==> src/rtl/pipe_ctrl.sv <==
// pipe_ctrl: pipeline stall / flush controller.
// Resolves per-stage stall requests into a 6-bit hold vector, turns a MEM-stage
// exception into a one-cycle flush with a redirect target, and keeps stall
// statistics plus a sticky watchdog flag for stalls that never clear.
//
// Handshake: there is no valid/ready channel here. Stall requests and the
// exception code are level inputs sampled every cycle. flush is a single-cycle
// pulse, and new_pc is meaningful only while flush=1 (it reads 0 otherwise).
// After a flush, the controller spends exactly one cycle in RECOVER. In that
// cycle it ignores every input.
module pipe_ctrl #(
    parameter logic [31:0] HANDLER_ADDR = 32'h00000020,
    parameter int unsigned WDOG_LIMIT   = 255
) (
    input  logic        clk,
    input  logic        rst,
    input  logic        stallreq_if,
    input  logic        stallreq_id,
    input  logic        stallreq_ex,
    input  logic        stallreq_mem,
    input  logic [31:0] excepttype_i,
    input  logic [31:0] cp0_epc_i,
    output logic [5:0]  stall,
    output logic        flush,
    output logic [31:0] new_pc,
    output logic        stall_timeout,
    output logic [31:0] stall_cnt
);

    typedef enum logic {
        RUN     = 1'b0,
        RECOVER = 1'b1
    } state_t;

    localparam logic [31:0] ERET_CODE = 32'h0000000e;
    localparam logic [7:0]  WDOG_LIM8 = WDOG_LIMIT[7:0];

    state_t     state;
    logic [7:0] run_cnt;
    logic       stalling;

    // Combinational stall/flush decode. An exception outranks every stall
    // request. RECOVER and reset force everything quiet.
    always_comb begin
        stall  = 6'b000000;
        flush  = 1'b0;
        new_pc = 32'h0;
        if (!rst && state == RUN) begin
            if (excepttype_i != 32'h0) begin
                flush  = 1'b1;
                new_pc = (excepttype_i == ERET_CODE) ? cp0_epc_i : HANDLER_ADDR;
            end else if (stallreq_mem) begin
                stall = 6'b011111;
            end else if (stallreq_ex) begin
                stall = 6'b001111;
            end else if (stallreq_id) begin
                stall = 6'b000111;
            end else if (stallreq_if) begin
                stall = 6'b000011;
            end
        end
    end

    assign stalling = (stall != 6'b000000);

    // Control FSM: a flush always costs one RECOVER cycle before returning to RUN.
    always_ff @(posedge clk) begin
        if (rst) begin
            state <= RUN;
        end else begin
            case (state)
                RUN:     state <= flush ? RECOVER : RUN;
                RECOVER: state <= RUN;
                default: state <= RUN;
            endcase
        end
    end

    // Total stalled-cycle counter. It saturates instead of wrapping.
    always_ff @(posedge clk) begin
        if (rst) begin
            stall_cnt <= 32'h0;
        end else if (stalling && stall_cnt != 32'hFFFFFFFF) begin
            stall_cnt <= stall_cnt + 32'h1;
        end
    end

    // Consecutive-stall run length. It clears on any non-stalled cycle and
    // saturates at the watchdog limit.
    always_ff @(posedge clk) begin
        if (rst) begin
            run_cnt <= 8'h0;
        end else if (!stalling || flush) begin
            run_cnt <= 8'h0;
        end else if (run_cnt != WDOG_LIM8) begin
            run_cnt <= run_cnt + 8'h1;
        end
    end

    // Sticky watchdog flag. It is raised on the edge where the run length hits
    // the limit and only reset clears it.
    always_ff @(posedge clk) begin
        if (rst) begin
            stall_timeout <= 1'b0;
        end else if (stalling && !flush && run_cnt != WDOG_LIM8 &&
                     (run_cnt + 8'h1) == WDOG_LIM8) begin
            stall_timeout <= 1'b1;
        end
    end

endmodule

==> config.mk <==
export PLATFORM = sky130hd
export DESIGN_NAME = pipe_ctrl
export DESIGN_NICKNAME = d
export VERILOG_FILES = /design/src/rtl/pipe_ctrl.sv
export SDC_FILE = /design/constraint.sdc
export NUM_CORES = 1
export LEC_CHECK = 0
export ABC_AREA = 0
export CELL_PAD_IN_SITES_DETAIL_PLACEMENT = 1
export CELL_PAD_IN_SITES_GLOBAL_PLACEMENT = 1
export CORE_ASPECT_RATIO = 1.25
export CORE_MARGIN = 2
export CORE_UTILIZATION = 26
export DETAILED_ROUTE_END_ITERATION = 8
export PLACE_DENSITY_LB_ADDON = 0.1
export SLEW_MARGIN = 10
export SYNTH_ARGS = -nofsm -noshare
export SYNTH_HDL_FRONTEND = slang
export SYNTH_SLANG_ARGS = --single-unit
==> constraint.sdc <==
create_clock -name clk -period 3 [get_ports clk]
set_clock_uncertainty 0.05 [all_clocks]
set_input_delay 0.75 -clock clk [delete_from_list [all_inputs] [get_ports clk]]
set_output_delay 0.75 -clock clk [all_outputs]
set_load 0.01 [all_outputs]
**Word level (Yosys, flattened, before mapping)**

Cells that the tools add are included.

- Flip-flop bits (word level): 42

- Add/subtract/negate cells: 2
- Equality and inequality tests: 4
- Multiplexer cells: 13
- Bitwise operators: 1
- Reduce and logical (&&, ||, !) cells: 12

Operator list:

| operator | count |
|---|---|
| $mux 32 | 3 |
| $add 32x1->32 const B | 1 |
| $eq 32x4->1 const B | 1 |
| $ne 32x32->1 const B | 1 |
| $reduce_bool 32->1 | 1 |
| $mux 5 | 3 |
| $add 8x1->8 const B | 1 |
| $eq 8x8->1 const B | 1 |
| $ne 8x8->1 const B | 1 |
| $reduce_bool 6->1 | 1 |
| $logic_and 1x1->1 | 5 |
| $mux 4 | 1 |
| $logic_not 1->1 | 3 |
| $mux 1 | 3 |
| $mux 3 | 1 |
| $mux 2 | 1 |
| $pmux 1 s2 | 1 |
| $reduce_or 2->1 | 1 |
| $logic_or 1x1->1 | 1 |
| $not 1->1 | 1 |

**Longest topological paths before layout**

Gate-level depths: netlist of run 1.

- Word-level depth: 10
- Mapped depth: 10
- Depth with buffers taken out: 7

**Worst setup path before layout of run 1**

Ideal clock, no wire load.

- Kind: in2out
- Start point: input excepttype_i[21]
- End point: output stall[1]
- Arrival: 2.080 ns
- Path slack: 0.120 ns
- Stages: 7
- Path through: nor4_1 > nand4_1 > or3_1 > buf_6 > clkinv_4 > buf_2 > buf_4

- Longest elaborated chain between the ends: 3

RTL lines:

| what | line | text |
|---|---|---|
| start, declared | 21 | `input logic [31:0] excepttype_i,` |
| $reduce_bool 32->1 | 49 | `if (excepttype_i != 32'h0) begin` |
| $mux 5 | 49 |  |
| $mux 5 | 48 | `if (!rst && state == RUN) begin` |
| end, declared | 23 | `output logic [5:0] stall,` |

Every way passes these cells.

**Final worst setup path of run 1**

- Start point: input excepttype_i[14]
- End point: output new_pc[20]

- Longest elaborated chain between the ends: 4
- Elaborated cells on any way between the ends: 5
- Classes of those cells: eq/ne (1); mux (3); reduce/logical (1)

RTL lines:

| what | line | text |
|---|---|---|
| $eq 32x4->1 | 51 | `new_pc = (excepttype_i == ERET_CODE) ? cp0_epc_i : HANDLER_ADDR;` |
| $mux 32 | 51 |  |
| $mux 32 * | 49 |  |
| $mux 32 * | 48 |  |
| end, declared | 25 | `output logic [31:0] new_pc,` |

Mark *: on every way between the ends. The rest lies on a longest branch, timed or not.

==> out/results.tsv, run 1 <==
metric	value	unit
fin area	4250	µm²
ANT nets after route	0	
total congestion overflow	0	
CTS HTree Levels	2	
Yosys warning count	0	
Switching Fraction	21.4	%
Place WS	-0.937	ns
TritonCTS clock tree	yes	
Comb power frac	9.3	%
Cells after DPL	559	
io pins	142	
Final Hold Fails	0	
initial core utilization	26.4	%
sequential-to-total area share from yosys stat	35.1	%
PnR worst setup slack	-0.113	ns
die width	89.9	µm
initial antenna violation count	0	
CP arrival	2.31	ns
final wirelength	8940	µm
Slew Viols, Final	0	
switching power	0.262	mW
Rows	39	
first-pass GRT wire length	14400	µm
CTS sink cnt	42	
number of global-route vias before repair	2859	
fin crit share	104	%
dominant cell type by area after synthesis	dfxtp_1	
minimum clock period	3.11	ns
top cells by area, synth	dfxtp_1 35%, xor2_1 11%, and2_1 9.7%, nor2_1 6.7%, nand4_1 6.0%	
critical path class	input pin to output pin	
Critical Path Source Type	input pin	
Synth Instances	294	
hold_ws	0.428	ns
largest net degree at the start of global routing	35	
Leak	1.72	nW
RSZ-0062 raised after global routing	yes	
Synth top area share	35.1	%
Detail Placement HPWL	6880	µm
met2 wire len	4970	µm
Clock power frac	45.2	%
via count	2754	
CP endpoint kind	output pin	
Final Non-Filler Cells	578	
failing checks	setup timing	
critical path fanouts, max	3	
max-cap violations	0	
HP Class	flop to flop	
CORE AREA	9080	µm²
layout filler cell count	1090	
EDFF count, synth	0	
root cell of the clock tree	clkbuf_16	
Clk pin slew, worst setup/hold paths	0.06	ns
antenna diode count	0	
VDD IR max	0.000216	V
drt drc	0	
syn_area_per_cell	8.15	µm²
met1 WL	3240	µm
wire per inst	15.5	µm
Final Net Count	527	
PortBufs	140	
Die ar.	10000	µm²
Pre-Repair DR Iteration Count	4	
Slew Limit Headroom	62.8	%
most frequent cell after synthesis	nor2_1	
Area growth syn-to-layout	77.4	%
Area after DPL	4010	µm²
share of layout cells above drive strength 1	27.7	%
routed vias/inst	4.76	
routability-driven placement congestion ratio	0.759	
clk_lat worst skew	0.28	ns
Post-synth ARST share	0	%
status	finished with violations	
chip height	111	µm
GRT Util Overall	17.8	%
CTS buffer count	5	
final-report setup violation count	25	
Flop pwr share	45.6	%
CP required	2.20	ns
Post-Syn Nets	367	
clock buffer depth	2	
Pwr per Cell Area	289	nW/µm²
Top Layer Used	met4	
# hold bufs at CTS	0	
Iter 0 DRT Violations	41	
Fmax achieved	321	MHz
Yosys reg bits	42	
most frequent cells after synthesis	43 x nor2_1, 42 x dfxtp_1, 37 x and2_1, 31 x xor2_1, 23 x nand4_1	
met3 WL	545	µm
Int Pwr	0.965	mW
synthesized area	2400	µm²
slew at the pin with the worst max-slew slack	0.556	ns
Distinct cells, synth	38	
ys flop type	dfxtp_1	
## what timing repair did
action,in CTS,in global routing
pin swaps,26,8
cloned,3,0
endpoints found under the setup margin,41,38
setup buffers,8,1
resized for setup,264,28
## registers in the layout, indices dropped and copies added (netlist names)
name	flops
state	1
stall_cnt	32
stall_timeout	1
run_cnt	8
## cell families (layout without fill, tap and decap cells)
family          count (synthesis)  after routing  share of synthesized area (%)
compound gates                 20             20                           5.54
xor+xnor                       35             35                           12.8
fa+ha+maj                       3              3                           1.57
buf+inv                        19            180                           4.13
flops                          42             42                           35.1
mux                             1              1                          0.418
other cells                     1              1                          0.157
simple gates                  173            173                           40.3
## layout by cell type (no fill, tap or decap), types with 4 or more instances in the layout
cell	instances
a21oi_1	11
and2_1	18
and2_4	19
and3_1	11
and4_1	6
buf_2	30
buf_4	19
buf_6	30
clkbuf_16	5
clkdlybuf4s15_1	6
clkdlybuf4s50_1	71
dfxtp_1	42
dlygate4sd2_1	8
nand2_1	13
nand3_1	15
nand4_1	23
nor2_1	43
xnor2_1	4
xor2_1	31
## through the flow
stage               utilization (%)  setup TNS [ns]  power (mW)
finish                         46.8           -1.56        1.23
global route                   46.8           -4.47        1.28
CTS                            45.9           -2.36        1.25
detailed placement             44.1          -38.15       0.695
global placement               44.1          -40.26       0.692
floorplan                         -               0       0.588
## worst paths after layout
check / startpoint / to / slack (ns) / cells past startpoint
setup / recovery: excepttype_i[14] / new_pc[20] / -0.11 / 10
hold / removal: stall_timeout$_SDFFE_PP0P_ / stall_timeout$_SDFFE_PP0P_ / 0.43 / 2
setup reg to reg: stall_cnt[2]$_SDFFE_PP0P_ / stall_cnt[7]$_SDFFE_PP0P_ / 0.83 / 6
hold reg to reg: stall_timeout$_SDFFE_PP0P_ / stall_timeout$_SDFFE_PP0P_ / 0.43 / 2
## routing by layer
metal	vias up	GRT usage [%]
met3	13	4.47
li1	1342	-
met4	0	5.44
met1	1310	19.0
met5	-	0
met2	89	34.4
## power by group through the flow
stage                     Sequential, mW  Combinational, mW  Clock, mW
after floorplan                    0.571             0.0172          0
after global placement             0.571              0.121          0
after detailed placement           0.571              0.123          0
after CTS                          0.559              0.113      0.574
after global routing               0.559              0.123      0.596
final                              0.559              0.114      0.554
## worst max-delay path, cell delays in order
cell and delay, ns:
clkdlybuf4s15_1 0.19, nor4_1 0.19, nand4_1 0.21, nor4_4 0.28, buf_4 0.17, buf_6 0.11
buf_6 0.09, buf_6 0.09, and2_4 0.13, buf_6 0.10
## final cells by class
class	count	area, µm²	area share (%)
Multi-Input combinational cell	233	1580	37.2
Timing Repair Buffer	168	1500	35.4
Sequential cell	42	841	19.8
Tap cell	123	154	3.62
Clock buffer	6	139	3.27
Inverter	4	20.0	0.471
Clock inverter	2	12.5	0.294
No activity file was read; power rests on OpenSTA's default activity.
==> run 2, diff against run 1 <==
--- a/config.mk
+++ b/config.mk
@@ -10,7 +10,7 @@
 export CELL_PAD_IN_SITES_GLOBAL_PLACEMENT = 1
 export CORE_ASPECT_RATIO = 1.25
 export CORE_MARGIN = 2
-export CORE_UTILIZATION = 26
+export CORE_UTILIZATION = 23
 export DETAILED_ROUTE_END_ITERATION = 8
 export PLACE_DENSITY_LB_ADDON = 0.1
 export SLEW_MARGIN = 10
==> constraint.sdc (replaced) <==
create_clock -name clk -period 2.5 [get_ports clk]
set_clock_uncertainty 0.05 [all_clocks]
set_input_delay 0.625 -clock clk [delete_from_list [all_inputs] [get_ports clk]]
set_output_delay 0.625 -clock clk [all_outputs]
set_load 0.01 [all_outputs]
==> run 2 against run 1 <==
  * The run still ends with setup timing left
  * Critical path depth grew 1
  * Design area is 5.1% higher
  * Die area up 12%
  * Wire length rose by 3.9%
  * Clock power rose by 34%
  * Worst setup slack worse by 0.26 ns
  * Cell count grew 3.5%
  * Sequential power increased by 20%
  * Clock-buffer cell count grew 1
  * First-iteration DRC count is 9.8% lower
  * Sequential share of layout area is 0.96 points lower
  * Critical path type unchanged
  * Largest power group is now clock
==> out/results.tsv, run 2 (synthesis gave the netlist of run 1 again) <==
metric	value	unit	change
count of buffer and inverter cells on the critical path	7		+1
clock buffer depth	2		unchanged
Rows	41		+5.1%
initial core utilization	23.7	%	-2.7 points
Pre-Repair DR Iteration Count	4		unchanged
Int Pwr	1.24	mW	+29%
Clock power frac	47.4	%	+2.2 points
# hold bufs at CTS	0		unchanged
crit path cell chain	buf_6 -> nor4_4 -> nand4_1 -> buf_6 -> nor4_4 -> buf_4 -> buf_6 -> buf_6 -> buf_6 -> and2_4 -> buf_6		
CORE AREA	10100	µm²	+11%
io pins	142		unchanged
reg2reg start	stall_cnt[17]$_SDFFE_PP0P_		
Iter 0 DRT Violations	37		-9.8%
Slew Limit Headroom	66.0	%	+3.2 points
CTS buffer count	5		unchanged
CTS sink cnt	42		unchanged
slew at the pin with the worst max-slew slack	0.508	ns	-0.0479 ns
GRT Util Overall	16.5	%	-1.3 points
max FFs per register	32		unchanged
layout filler cell count	1199		+10%
status	finished with violations		
die width	95.3	µm	+6.0%
TNS Setup	-10.61	ns	-9.05 ns
Fmax achieved	349	MHz	
commonest non-fill, non-tap cell in the layout	clkdlybuf4s50_1		
CP max stage delay	0.29	ns	about the same
Final Hold Fails	0		unchanged
slowest CP cell	nor4_4		
share of layout cells above drive strength 1	29.6	%	+1.9 points
hold endpoint	stall_timeout$_SDFFE_PP0P_		
Flop pwr share	42.8	%	-2.8 points
drt drc	0		unchanged
Reg2Reg Depth	6		unchanged
Pwr per Cell Area	350	nW/µm²	+21%
Area growth syn-to-layout	86.5	%	
chip height	118	µm	+6.1%
final wirelength	9300	µm	+3.9%
Critical Path Source Type	input pin		
minimum clock period	2.87	ns	
fin area	4470	µm²	+5.1%
VDD IR max	0.000211	V	-2.4%
Place WS	-1.12	ns	-0.184 ns
fin crit share	115	%	
failing checks	setup timing		
PortBufs	140		unchanged
final core occ	44.2	%	-2.6 points
hold path depth	2		unchanged
total design power	1.57	mW	+28%
routability-driven placement congestion ratio	0.727		-4.2%
Slew Viols, Final	0		unchanged
TritonCTS clock tree	yes		
min-delay src	stall_timeout$_SDFFE_PP0P_		
Area after DPL	4040	µm²	+0.94%
Regs by FF count	stall_cnt x32, run_cnt x8		
most frequent CP cell	buf_6		
wire per inst	15.5	µm	+0.46%
initial antenna violation count	2		+2
number of global-route vias before repair	2893		+1.2%
switching power	0.321	mW	+22%
first-pass GRT wire length	14700	µm	+1.9%
CP delay by family, top	buffers and inverters		
CP required	1.82	ns	-0.38 ns
PnR worst setup slack	-0.368	ns	-0.255 ns
RSZ-0062 raised after global routing	yes		
CTS HTree Levels	2		unchanged
via count	2754		unchanged
reg2reg setup slack	0.45	ns	-0.38 ns
Detail Placement HPWL	6920	µm	+0.60%
HP Class	flop to flop		
largest net degree at the start of global routing	32		-8.6%
most frequent cells in the layout	68 x clkdlybuf4s50_1, 42 x dfxtp_1, 39 x nor2_1, 34 x buf_2		
Leak	1.84	nW	+6.9%
root cell of the clock tree	clkbuf_16		
final-report setup violation count	38		+52%
routed vias/inst	4.61		-3.3%
Clk pin slew, worst setup/hold paths	0.06	ns	about the same
clk_lat worst skew	0.29	ns	about the same
total congestion overflow	0		unchanged
ANT nets after route	0		unchanged
Die ar.	11300	µm²	+12%
CP endpoint kind	output pin		
critical path class	input pin to output pin		
Comb power frac	9.8	%	+0.5 points
Final Net Count	539		+2.3%
Switching Fraction	20.5	%	-0.88 points
Biggest register	stall_cnt		
critical path fanouts, max	5		+2
Reg-to-Reg End	stall_cnt[31]$_SDFFE_PP0P_		
max-cap violations	0		unchanged
CP arrival	2.19	ns	-0.12 ns
-- run 2: tightest hold or removal path, cell delays in order (launching register included) --
cell     delay, ns
dfxtp_1       0.31
inv_1         0.04
o21ai_0       0.07
-- run 2: repair_timing --
| action | 4_1_cts | 5_1_grt |
|---|---|---|
| setup buffers | 9 | 7 |
| gates cloned | 3 | 1 |
| resized for setup | 280 | 39 |
| setup endpoints to repair | 71 | 41 |
| pin swaps | 19 | 14 |
-- run 2: routing by layer --
metal / wire, µm / global-route usage [%] / vias up
met5: 0 / 0 / -
met4: 92 / 3.89 / 0
met3: 697 / 5.89 / 7
met2: 5240 / 31.6 / 85
met1: 3270 / 16.4 / 1294
li1: - / - / 1368
-- run 2: per-stage QoR --
stage,hold slack (ns),cells
2_1_floorplan,0.439,294
3_3_place_gp,0.414,569
3_5_place_dp,0.426,569
4_1_cts,0.434,589
5_1_grt,0.491,597
6_report,0.425,598
-- run 2: power groups by stage --
stage | registers (mW) | logic [mW] | clock network (mW)
finish | 0.671 | 0.153 | 0.742
global route | 0.670 | 0.164 | 0.796
CTS | 0.671 | 0.144 | 0.767
detailed placement | 0.686 | 0.148 | 0
global placement | 0.686 | 0.146 | 0
floorplan | 0.686 | 0.0209 | 0
-- run 2: layout make-up --
type / instances / area, µm² / share of cell area, %
Tap cell: 129 / 161 / 3.61
Timing Repair Buffer: 180 / 1640 / 36.7
Inverter: 4 / 20.0 / 0.448
Antenna cell: 2 / 5.00 / 0.112
Sequential cell: 42 / 841 / 18.8
Clock inverter: 1 / 30.0 / 0.672
Multi-Input combinational cell: 233 / 1640 / 36.6
Clock buffer: 7 / 133 / 2.97
-- run 2: worst max-delay path by stage --
stage	to	start	slack (ns)	cells past startpoint
after floorplan	stall[1]	excepttype_i[25]	-0.06	7
after detailed placement	new_pc[28]	excepttype_i[21]	-1.12	7
after global placement	new_pc[28]	excepttype_i[21]	-1.17	7
after CTS	new_pc[28]	excepttype_i[14]	-0.32	10
final	new_pc[28]	excepttype_i[30]	-0.37	11
after global routing	new_pc[28]	excepttype_i[30]	-0.42	11
==> run 3, diff against run 2 <==
--- a/config.mk
+++ b/config.mk
@@ -17,3 +17,4 @@
 export SYNTH_ARGS = -nofsm -noshare
 export SYNTH_HDL_FRONTEND = slang
 export SYNTH_SLANG_ARGS = --single-unit
+export TNS_END_PERCENT = 5
==> constraint.sdc (replaced) <==
create_clock -name clk -period 2.5 [get_ports clk]
set_clock_uncertainty 0.05 [all_clocks]
set_input_delay 0.5 -clock clk [delete_from_list [all_inputs] [get_ports clk]]
set_output_delay 0.5 -clock clk [all_outputs]
set_load 0.01 [all_outputs]
==> run 3 against run 2 <==
  * The run still ends with setup timing left
  * Global-route usage rose by 0.28 points
  * Via count fell by 2.6%
  * Clock-buffer cell count fell by 1
  * Critical path type unchanged
  * Die area did not move
  * Register-to-register slack barely moved
  * First-iteration DRC count fell by 2.7%
  * Design area fell by 3.4%
==> out/results.tsv, run 3 (synthesis gave the netlist of run 1 again) <==
metric	value	unit	change
status	finished with violations		
failing checks	setup timing		
Pwr per Cell Area	336	nW/µm²	-4.1%
commonest non-fill, non-tap cell in the layout	clkdlybuf4s50_1		
Final Non-Filler Cells	584		-2.3%
Fmax achieved	380	MHz	+8.9%
final wirelength	9240	µm	-0.56%
CP max stage delay	0.31	ns	+0.02 ns
drt drc	0		unchanged
wire per inst	15.8	µm	+1.8%
fin crit share	105	%	-9.4 points
hold_ws	0.451	ns	+0.0266 ns
most frequent CP cell	buf_6		
Rows	41		unchanged
Detail Placement HPWL	7200	µm	+4.0%
fin area	4320	µm²	-3.4%
Regs by FF count	stall_cnt x32, run_cnt x8		
largest net degree at the start of global routing	35		+9.4%
max-cap violations	0		unchanged
max FFs per register	32		unchanged
CORE AREA	10100	µm²	unchanged
CP required	1.95	ns	+0.13 ns
PortBufs	140		unchanged
Final Hold Fails	0		unchanged
CP arrival	2.08	ns	-0.11 ns
die width	95.3	µm	unchanged
CP endpoint kind	output pin		
TritonCTS clock tree	yes		
Place WS	-0.963	ns	+0.158 ns
Area after DPL	4040	µm²	-0.19%
initial core utilization	23.7	%	unchanged
root cell of the clock tree	clkbuf_16		
via count	2683		-2.6%
routability-driven placement congestion ratio	0.802		+10%
CTS sink cnt	42		unchanged
# hold bufs at CTS	0		unchanged
io pins	142		unchanged
Critical Path Source Type	input pin		
clk_lat worst skew	0.28	ns	about the same
Slew Viols, Final	0		unchanged
Iter 0 DRT Violations	36		-2.7%
final-report setup violation count	31		-18%
clock buffer depth	2		unchanged
Clk pin slew, worst setup/hold paths	0.06	ns	about the same
VDD IR max	0.000256	V	+22%
critical path fanouts, max	7		+2
Final Net Count	527		-2.2%
most frequent cells in the layout	72 x clkdlybuf4s50_1, 42 x dfxtp_1, 41 x nor2_1, 34 x buf_6, 31 x xor2_1		
Leak	1.73	nW	-5.8%
Pre-Repair DR Iteration Count	4		unchanged
Area growth syn-to-layout	80.2	%	
Biggest register	stall_cnt		
minimum clock period	2.63	ns	-0.234 ns
initial antenna violation count	0		-2
layout filler cell count	1200		+0.083%
Die ar.	11300	µm²	unchanged
crit path cell chain	buf_6 -> nor4_4 -> nand4_1 -> nor4_4 -> buf_4 -> buf_6 -> buf_6 -> and2_4 -> buf_6		
CTS HTree Levels	2		unchanged
HP Class	flop to flop		
total congestion overflow	0		unchanged
first-pass GRT wire length	14800	µm	+0.94%
critical path class	input pin to output pin		
GRT Util Overall	16.8	%	+0.28 points
PnR worst setup slack	-0.134	ns	+0.234 ns
antenna diode count	0		-2
chip height	118	µm	unchanged
share of layout cells above drive strength 1	28.6	%	-0.98 points
CTS buffer count	5		unchanged
routed vias/inst	4.59		-0.24%
slowest CP cell	nor4_4		
ANT nets after route	0		unchanged
RSZ-0062 raised after global routing	yes		
number of global-route vias before repair	2847		-1.6%
Cells after DPL	568		-0.18%
-- run 3: changes by cell type in the layout (fill, tap and decap cells not counted), sizes merged --
cell and change:
buf -15, clkdlybuf4s50 +4, dlymetal6s2s -4, dlygate4sd2 +3, clkdlybuf4s15 -2, clkinv +2
diode -2, bufinv -1, clkbuf +1
-- run 3: cell type report --
class,count,area [µm²],share of cell area (%)
clock buffers,6,129,2.98
well taps,129,161,3.74
repair buffers,168,1530,35.5
multi-input cells,233,1620,37.5
flip-flops and latches,42,841,19.5
inverters,4,20.0,0.464
clock inverters,2,13.8,0.319
-- run 3: timing repair --
item	CTS	global route
gates resized for setup	276	38
hold endpoints to repair	0	0
gates cloned	4	0
pin swaps	28	19
setup buffers	5	0
endpoints found under the setup margin	70	41
-- run 3: power by group --
| part | total, mW | internal (mW) | switching, mW |
|---|---|---|---|
| Sequential | 0.671 | 0.670 | 0.000595 |
| Clock | 0.633 | 0.370 | 0.263 |
| Combinational | 0.147 | 0.0977 | 0.0490 |
-- run 3: routing by layer --
layer	part of all wire, %	global-route usage [%]	vias to the layer above
li1	-	-	1340
met1	39	19.4	1287
met2	55	30.7	50
met3	4.8	4.87	6
met4	0.78	2.26	0
met5	0	0	-
-- run 3: through the flow --
stage          TNS (ns)  util (%)  power, mW
2_1_floorplan         0         -      0.706
3_3_place_gp     -56.99      39.9      0.833
3_5_place_dp     -57.11      39.9      0.835
4_1_cts           -2.25      41.6       1.48
5_1_grt           -6.30      42.7       1.52
6_report          -3.38      42.7       1.45
-- run 3: final timing paths --
check | start | end | slack (ns) | depth (start not counted)
worst min-delay path | stall_timeout$_SDFFE_PP0P_ | stall_timeout$_SDFFE_PP0P_ | 0.45 | 2
worst max register to register | stall_cnt[2]$_SDFFE_PP0P_ | stall_cnt[31]$_SDFFE_PP0P_ | 0.44 | 6
worst max-delay path | excepttype_i[20] | new_pc[3] | -0.13 | 9
worst min register to register | stall_timeout$_SDFFE_PP0P_ | stall_timeout$_SDFFE_PP0P_ | 0.45 | 2
-- run 3: worst max-delay path, delay by kind of cell --
kind | cells | cell delay [ns]
AND/OR/NAND/NOR | 4 | 0.99
buffers and inverters | 5 | 0.58
